**src/rtl/sync_fifo_param.sv**
```systemverilog
// Parametrised single-clock FIFO with occupancy count, programmable almost flags,
// sticky overflow/underflow and a selectable registered or fall-through read port.
module sync_fifo_param #(
    parameter int DATA_WIDTH = 8,
    parameter int ADDR_WIDTH = 4,
    parameter int AF_THRESH  = (2 ** ADDR_WIDTH) - 2,
    parameter int AE_THRESH  = 2,
    parameter int FWFT       = 0
) (
    input  logic                  clk,
    input  logic                  reset,
    input  logic                  wr_en,
    input  logic [DATA_WIDTH-1:0] data_in,
    input  logic                  rd_en,
    output logic [DATA_WIDTH-1:0] data_out,
    output logic                  wr_full,
    output logic                  rd_empty,
    output logic                  almost_full,
    output logic                  almost_empty,
    output logic [ADDR_WIDTH:0]   count,
    output logic                  overflow,
    output logic                  underflow
);

    localparam int DEPTH = 2 ** ADDR_WIDTH;
    localparam logic [ADDR_WIDTH:0] CNT_FULL = (ADDR_WIDTH+1)'(DEPTH);
    localparam logic [ADDR_WIDTH:0] CNT_AF   = (ADDR_WIDTH+1)'(AF_THRESH);
    localparam logic [ADDR_WIDTH:0] CNT_AE   = (ADDR_WIDTH+1)'(AE_THRESH);
    localparam logic [ADDR_WIDTH:0] CNT_ONE  = (ADDR_WIDTH+1)'(1);
    localparam logic [ADDR_WIDTH-1:0] PTR_ONE = ADDR_WIDTH'(1);

    logic [DATA_WIDTH-1:0] mem [DEPTH];
    logic [ADDR_WIDTH-1:0] wr_ptr;
    logic [ADDR_WIDTH-1:0] rd_ptr;
    logic                  wr_accept;
    logic                  rd_accept;

    // Handshake: the write port is ready while !wr_full and the read port is valid
    // while !rd_empty; a transfer happens on an edge where request and ready/valid
    // are both high. A request without ready/valid only sets its sticky error flag.
    assign wr_full      = (count == CNT_FULL);
    assign rd_empty     = (count == '0);
    assign almost_full  = (count >= CNT_AF);
    assign almost_empty = (count <= CNT_AE);

    assign wr_accept = !reset && wr_en && !wr_full;
    assign rd_accept = !reset && rd_en && !rd_empty;

    always_ff @(posedge clk) begin
        if (wr_accept) begin
            mem[wr_ptr] <= data_in;
        end
    end

    always_ff @(posedge clk) begin
        if (reset) begin
            wr_ptr    <= '0;
            rd_ptr    <= '0;
            count     <= '0;
            overflow  <= 1'b0;
            underflow <= 1'b0;
        end else begin
            if (wr_accept) begin
                wr_ptr <= wr_ptr + PTR_ONE;
            end
            if (rd_accept) begin
                rd_ptr <= rd_ptr + PTR_ONE;
            end
            // Simultaneous accepted read and write leave occupancy unchanged.
            case ({wr_accept, rd_accept})
                2'b10:   count <= count + CNT_ONE;
                2'b01:   count <= count - CNT_ONE;
                default: count <= count;
            endcase
            if (wr_en && wr_full) begin
                overflow <= 1'b1;
            end
            if (rd_en && rd_empty) begin
                underflow <= 1'b1;
            end
        end
    end

    generate
        if (FWFT != 0) begin : g_fwft
            // Head word is presented combinationally; rd_en only pops it.
            assign data_out = mem[rd_ptr];
        end else begin : g_registered
            always_ff @(posedge clk) begin
                if (reset) begin
                    data_out <= '0;
                end else if (rd_accept) begin
                    data_out <= mem[rd_ptr];
                end
            end
        end
    endgenerate

endmodule

```
**config.mk**
```make
export PLATFORM = sky130hd
export DESIGN_NAME = sync_fifo_param
export DESIGN_NICKNAME = d
export VERILOG_FILES = /design/src/rtl/sync_fifo_param.sv
export SDC_FILE = /design/constraint.sdc
export NUM_CORES = 1
export LEC_CHECK = 0
export CORE_UTILIZATION = 45
export DETAILED_ROUTE_END_ITERATION = 7
export GPL_ROUTABILITY_DRIVEN = 0
export HOLD_SLACK_MARGIN = 0.08
export PLACE_DENSITY = 0.67
export SLEW_MARGIN = 20
export SYNTH_ARGS = -nofsm -noshare
export SYNTH_HDL_FRONTEND = slang
export SYNTH_SLANG_ARGS = --single-unit
```
**constraint.sdc**
```tcl
create_clock -name clk -period 3.2 [get_ports clk]
set_input_delay 0.48 -clock clk [delete_from_list [all_inputs] [get_ports clk]]
set_output_delay 0.48 -clock clk [all_outputs]
set_load 0.02 [all_outputs]
```
; After elaboration in Yosys (flattened, before gate mapping)
; Memory sizes are Yosys's and may differ from the RTL's. A register that Yosys moved wholly into a read port is not among the register bits.
; Index checks and enable logic that the tools add are counted.
; W data, S select, Z words.
[op_classes]
n_mux = 3
n_lt_le_gt_ge = 2
eq_ne = 3
n_reduce_logical = 11
add_sub_neg = 4
[op_table]
columns = operator, n
row1 = $pmux W5 S2, 1
row2 = $add A4 B1 Y4 const B, 2
row3 = $logic_and A1 B1 Y1, 6
row4 = $add A5 B1 Y5 const B, 1
row5 = $eq A5 B5 Y1 const B, 1
row6 = $ge A5 B4 Y1 const B, 1
row7 = $le A5 B2 Y1 const B, 1
row8 = $logic_not A5 Y1, 1
row9 = $sub A5 B1 Y5 const B, 1
row10 = $logic_not A1 Y1, 3
row11 = $eq A2 B1 Y1 const B, 1
row12 = $eq A2 B2 Y1 const B, 1
row13 = $mux W1, 2
row14 = $reduce_bool A2 Y1, 1
[totals]
ram_bits = 128
wordCells = 29
reg_bits = 15
mem_count = 1
input_bits = 12
[memory_table]
columns = name, depth, width, read_ports, rd_clocked_by_memory_dff, wr, line_no
row1 = mem, 16, 8, 1, 1, 1, 32  ; logic [DATA_WIDTH-1:0] mem [DEPTH];

; Logic depth before layout (Yosys ltp)
[logic_depth]
ltp_word = 5
depth_mapped = 14
ltp_nobuf = 12

; Worst setup path after synthesis
; No wires, ideal clock.
[synth_timing]
path_kind = register to register
from = reg count[1]
to = reg count[4]
stages_incl_launch_ff = 15
arrival_ps = 3002
n_path_buf = 2
slack_ps = 75
path_cell_list = dfxtp_1 -> buf_2 -> nor4_4 -> and2_1 -> nand2b_1 -> nor2_1 -> ha_1 -> buf_2 -> xor2_1 -> ha_1 -> a21oi_1 -> nand2b_1 -> a21o_1 -> a21oi_1 -> mux2_1
[synth_via]
elab_chain_cells = 5
word_cells_on_any_way = 12
classes_between = add/sub: 2 / eq/ne: 3 / mux: 1 / reduce/logical: 6
[synth_rtl]
columns = item, line_no
row1 = "start, declared", 20  ; output logic [ADDR_WIDTH:0] count,
row2 = "start signal, assigned", 71  ; 2'b10: count <= count + CNT_ONE;
row3 = "start signal, assigned", 72  ; 2'b01: count <= count - CNT_ONE;
row4 = "start signal, assigned", 73  ; default: count <= count;
row5 = $logic_not A5 Y1 (*), 42  ; assign rd_empty = (count == '0);
row6 = named net rd_empty, 17  ; output logic rd_empty,
row7 = $logic_not A1 Y1 (*), 47  ; assign rd_accept = !reset && rd_en && !rd_empty;
row8 = $logic_and A1 B1 Y1 (*), 47
row9 = named net rd_accept, 36  ; logic rd_accept;
row10 = $eq A2 B1 Y1 / $eq A2 B2 Y1 (equally long branches), 70  ; case ({wr_accept, rd_accept})
row11 = $pmux W5 S2 / $reduce_bool A2 Y1 (equally long branches), n/a
; Mark *: on every way through the listed nets, which the timed path passes. The rest lies on a longest branch.
; A chain may end at the register's enable or synchronous reset.

; Worst setup path in the final report
[layout_timing]
from = reg count[0]
to = reg count[4]
[layout_via]
elab_chain_cells = 5
word_cells_on_any_way = 12
classes_between = add/sub: 2 / eq/ne: 3 / mux: 1 / reduce/logical: 6
[layout_rtl]
columns = item, line_no
row1 = $logic_not A5 Y1 (*), 42
row2 = $logic_not A1 Y1 (*), 47
row3 = $logic_and A1 B1 Y1 (*), 47
row4 = named net rd_accept, 36
row5 = $eq A2 B1 Y1 / $eq A2 B2 Y1 (equally long branches), 70
row6 = $pmux W5 S2 / $reduce_bool A2 Y1 (equally long branches), n/a
; Marked as above.

==> flow_summary.ini <==
[placed_design]
dpl.hpwl_mm = 7.87
dp_slack_ps = 222
numPortBuffers = 30
place_inst = 611

[logic_synthesis]
yosys.area_share.simple_pct = 7.19
synth.top_cell.area_share_pct = 61.9
synth_warnings = 0
muxShareOfSynthArea_pct = 10.7
synth_cells = 406
netlist_top_cells_count = 128 x edfxtp_1, 61 x mux2i_1, 37 x nor2_1
synth_top_family_by_area = multiplexers
synth_edf_count = 128
ys_async_sr_fraction_pct = 0
seq_area_frac_synth_pct = 69.3
synth_area_per_cell_sq_um = 15.3
yosysMostFrequentCell = edfxtp_1
synth_area_sq_um = 6210
synth_compound_area_share_pct = 6.35
ys_types = 44
synth_top_area_cell = edfxtp_1
synth_flop_cell = edfxtp_1
synth_xor_area_share_pct = 1.27
yosys.area_share.adder_pct = 1.81
synth_area_leaders = edfxtp_1 62%, mux2i_1 9.8%, dfxtp_1 7.4%
ys_seq_elements = 151
synth_fp_nets = 427

[global_routing]
grt_pass1_vias = 3359
antenna_found_initial = 0
met3_usage_pct = 3.74
use_met2_pct = 28.5
top_usage_layer = met2
grt_pass1_wl_mm = 18.9
grt_use_total_pct = 18.3
grt_max_degree = 35
grt_use_met1_pct = 25.0
grt-ovfl-total = 0

[clock_network]
cts_resized = 0
cts_sinks = 151
cts_root_buf = clkbuf_16
cts_tree = built
clockBufferDepth = 2
holdBufCountCts = 0
cts_max_level = 4
insertion_delay_ps = 420
cts_setup_buffers = 0
clkTransAtPathRegs_ps = 60
cts_inserted_buffers = 17

[worst_setup_path]
crit_family = simple AND/OR/NAND/NOR gates
cp_max_fo = 8
crit_chain = nor4_4 > and2_1 > nand2b_1 > nor2_1 > ha_1 > buf_4 > ha_1 > o21ai_0 > o22ai_1 > a21oi_1 > a21oi_1 > mux2_1
cpPeakStageDelay_ps = 390
startpoint_type = flip-flop
critPathLaunch = count[0]
required_ps = 3500
cp.buffers_inverters = 1
setup.worst_path.end_class = flip-flop
arrival_ps = 3190
reg2reg_slack_ps = 320
slowest_stage = dfxtp_1
crit_type = flip-flop to flip-flop
reg2reg_from = count[0]

[drt]
drt_pass1_iterations = 4
drt-vias-per-instance = 5.32
vias = 3419
ant_nets = 0
drt-total-wl_mm = 11.9
drc_errors = 0
post_drt_wl_per_cell_um = 18.6
drt_iter0_drc = 202

[outcome]
status = complete, no violations

[power_and_ir_drop]
power.density_nw_per_um2 = 631
ir_drop_mv = 0.377
leakage_uw = 0.00233
finalPower_uw = 4600

[floorplan]
die_area_sq_um = 14300
ios = 31
core_area_sq_um = 13300
row_count = 42
die_h_um = 119
initial_utilization_pct = 46.5
die_w_um = 119

[sta]
rsz0062_at_grt = false
clock.fmax_mhz = 347
tightest_slew_ps = 870
hold_viol = 0
period_share_pct = 90.1
fin_crit_ps = 2880
tns_ps = 0
fin_skew_ps = 8.38
setup_viol = 0
setup_ws_ps = 318
max_slew_margin_pct = 41.7
maxSlewViolCount = 0

[cells_and_area]
instances_no_fill = 643
drive_above_1_share_pct = 13.7
fillers = 1078
final_net_count = 475
diodes = 0
syn_to_final_growth_pct = 17.4

[min_path]
hold_start = overflow
min_path_type = flip-flop to flip-flop

[flow_run]
maxCapViolCount = 0
[tightest hold or removal path: stages, from the launching register on]
cell and delay (ps):
dfxtp_1 320, a21oi_1 40, nor2_1 80
[state kept, by name, summed over array words and instances, names as in the netlist]
register / count
count: 5
data_out: 8
mem: 128
overflow: 1
rd_ptr: 4
underflow: 1
wr_ptr: 4
[metrics by stage]
stage / cell area [sq um] / hold WS, ps / util [%]
final: 7290 / 472 / 54.6
after floorplan: 6210 / 554 / -
after detailed placement: 6710 / 464 / 50.3
after CTS: 7290 / 477 / 54.6
after global placement: 6710 / 454 / 50.3
after global routing: 7290 / 500 / 54.6
[routing by layer]
| layer | vias to the layer above | part of all wire (%) |
|---|---|---|
| li1 | 1656 | - |
| met1 | 1704 | 48 |
| met2 | 45 | 48 |
| met3 | 14 | 2.3 |
| met4 | 0 | 1.3 |
| met5 | - | 0 |
[layout make-up]
class	count	area, sq um	share of cell area (%)
clock buffer	19	433	5.94
multi-input combinational	227	1700	23.3
sequential	151	4310	59.1
clock inverter	13	144	1.97
tap	176	220	3.02
timing repair buffer	52	465	6.39
inverter	5	18.8	0.258
[final timing paths]
path | end | cells past startpoint
min | overflow | 2
max | count[4] | 12
min reg2reg | overflow | 2
max reg2reg | count[4] | 12
[layout by cell type, fill, tap and decap left out, types with 3 or more instances in the layout]
| master | instances |
|---|---|
| a21oi_1 | 9 |
| clkinv_2 | 3 |
| clkbuf_16 | 17 |
| o22ai_1 | 29 |
| inv_1 | 4 |
| nand3b_1 | 4 |
| nand2b_1 | 6 |
| ha_1 | 9 |
| edfxtp_1 | 128 |
| nor2_1 | 37 |
| nor3_1 | 4 |
| dfxtp_1 | 22 |
| inv_6 | 5 |
| nand3_1 | 3 |
| xor2_1 | 7 |
| buf_4 | 22 |
| mux2i_1 | 61 |
| nand2_1 | 13 |
| o22ai_2 | 3 |
| a211oi_1 | 7 |
| clkdlybuf4s50_1 | 30 |
| nor4_1 | 7 |
[power by group]
group / leakage (uW) / internal (uW) / switching (uW)
logic: 0.000702 / 188 / 259
clock network: 0.000283 / 1160 / 767
registers: 0.00134 / 2180 / 47.0
total: 0.00233 / 3530 / 1070
[cells by family (layout without fill, tap and decap cells)]
logic type | Yosys count | count (layout)
fa+ha+maj | 9 | 9
xor+xnor | 9 | 9
flops | 151 | 151
buf+inv | 28 | 89
compound gates | 58 | 58
mux | 64 | 64
simple gates | 87 | 87
Note: power is estimated with default switching activity, not from simulation.
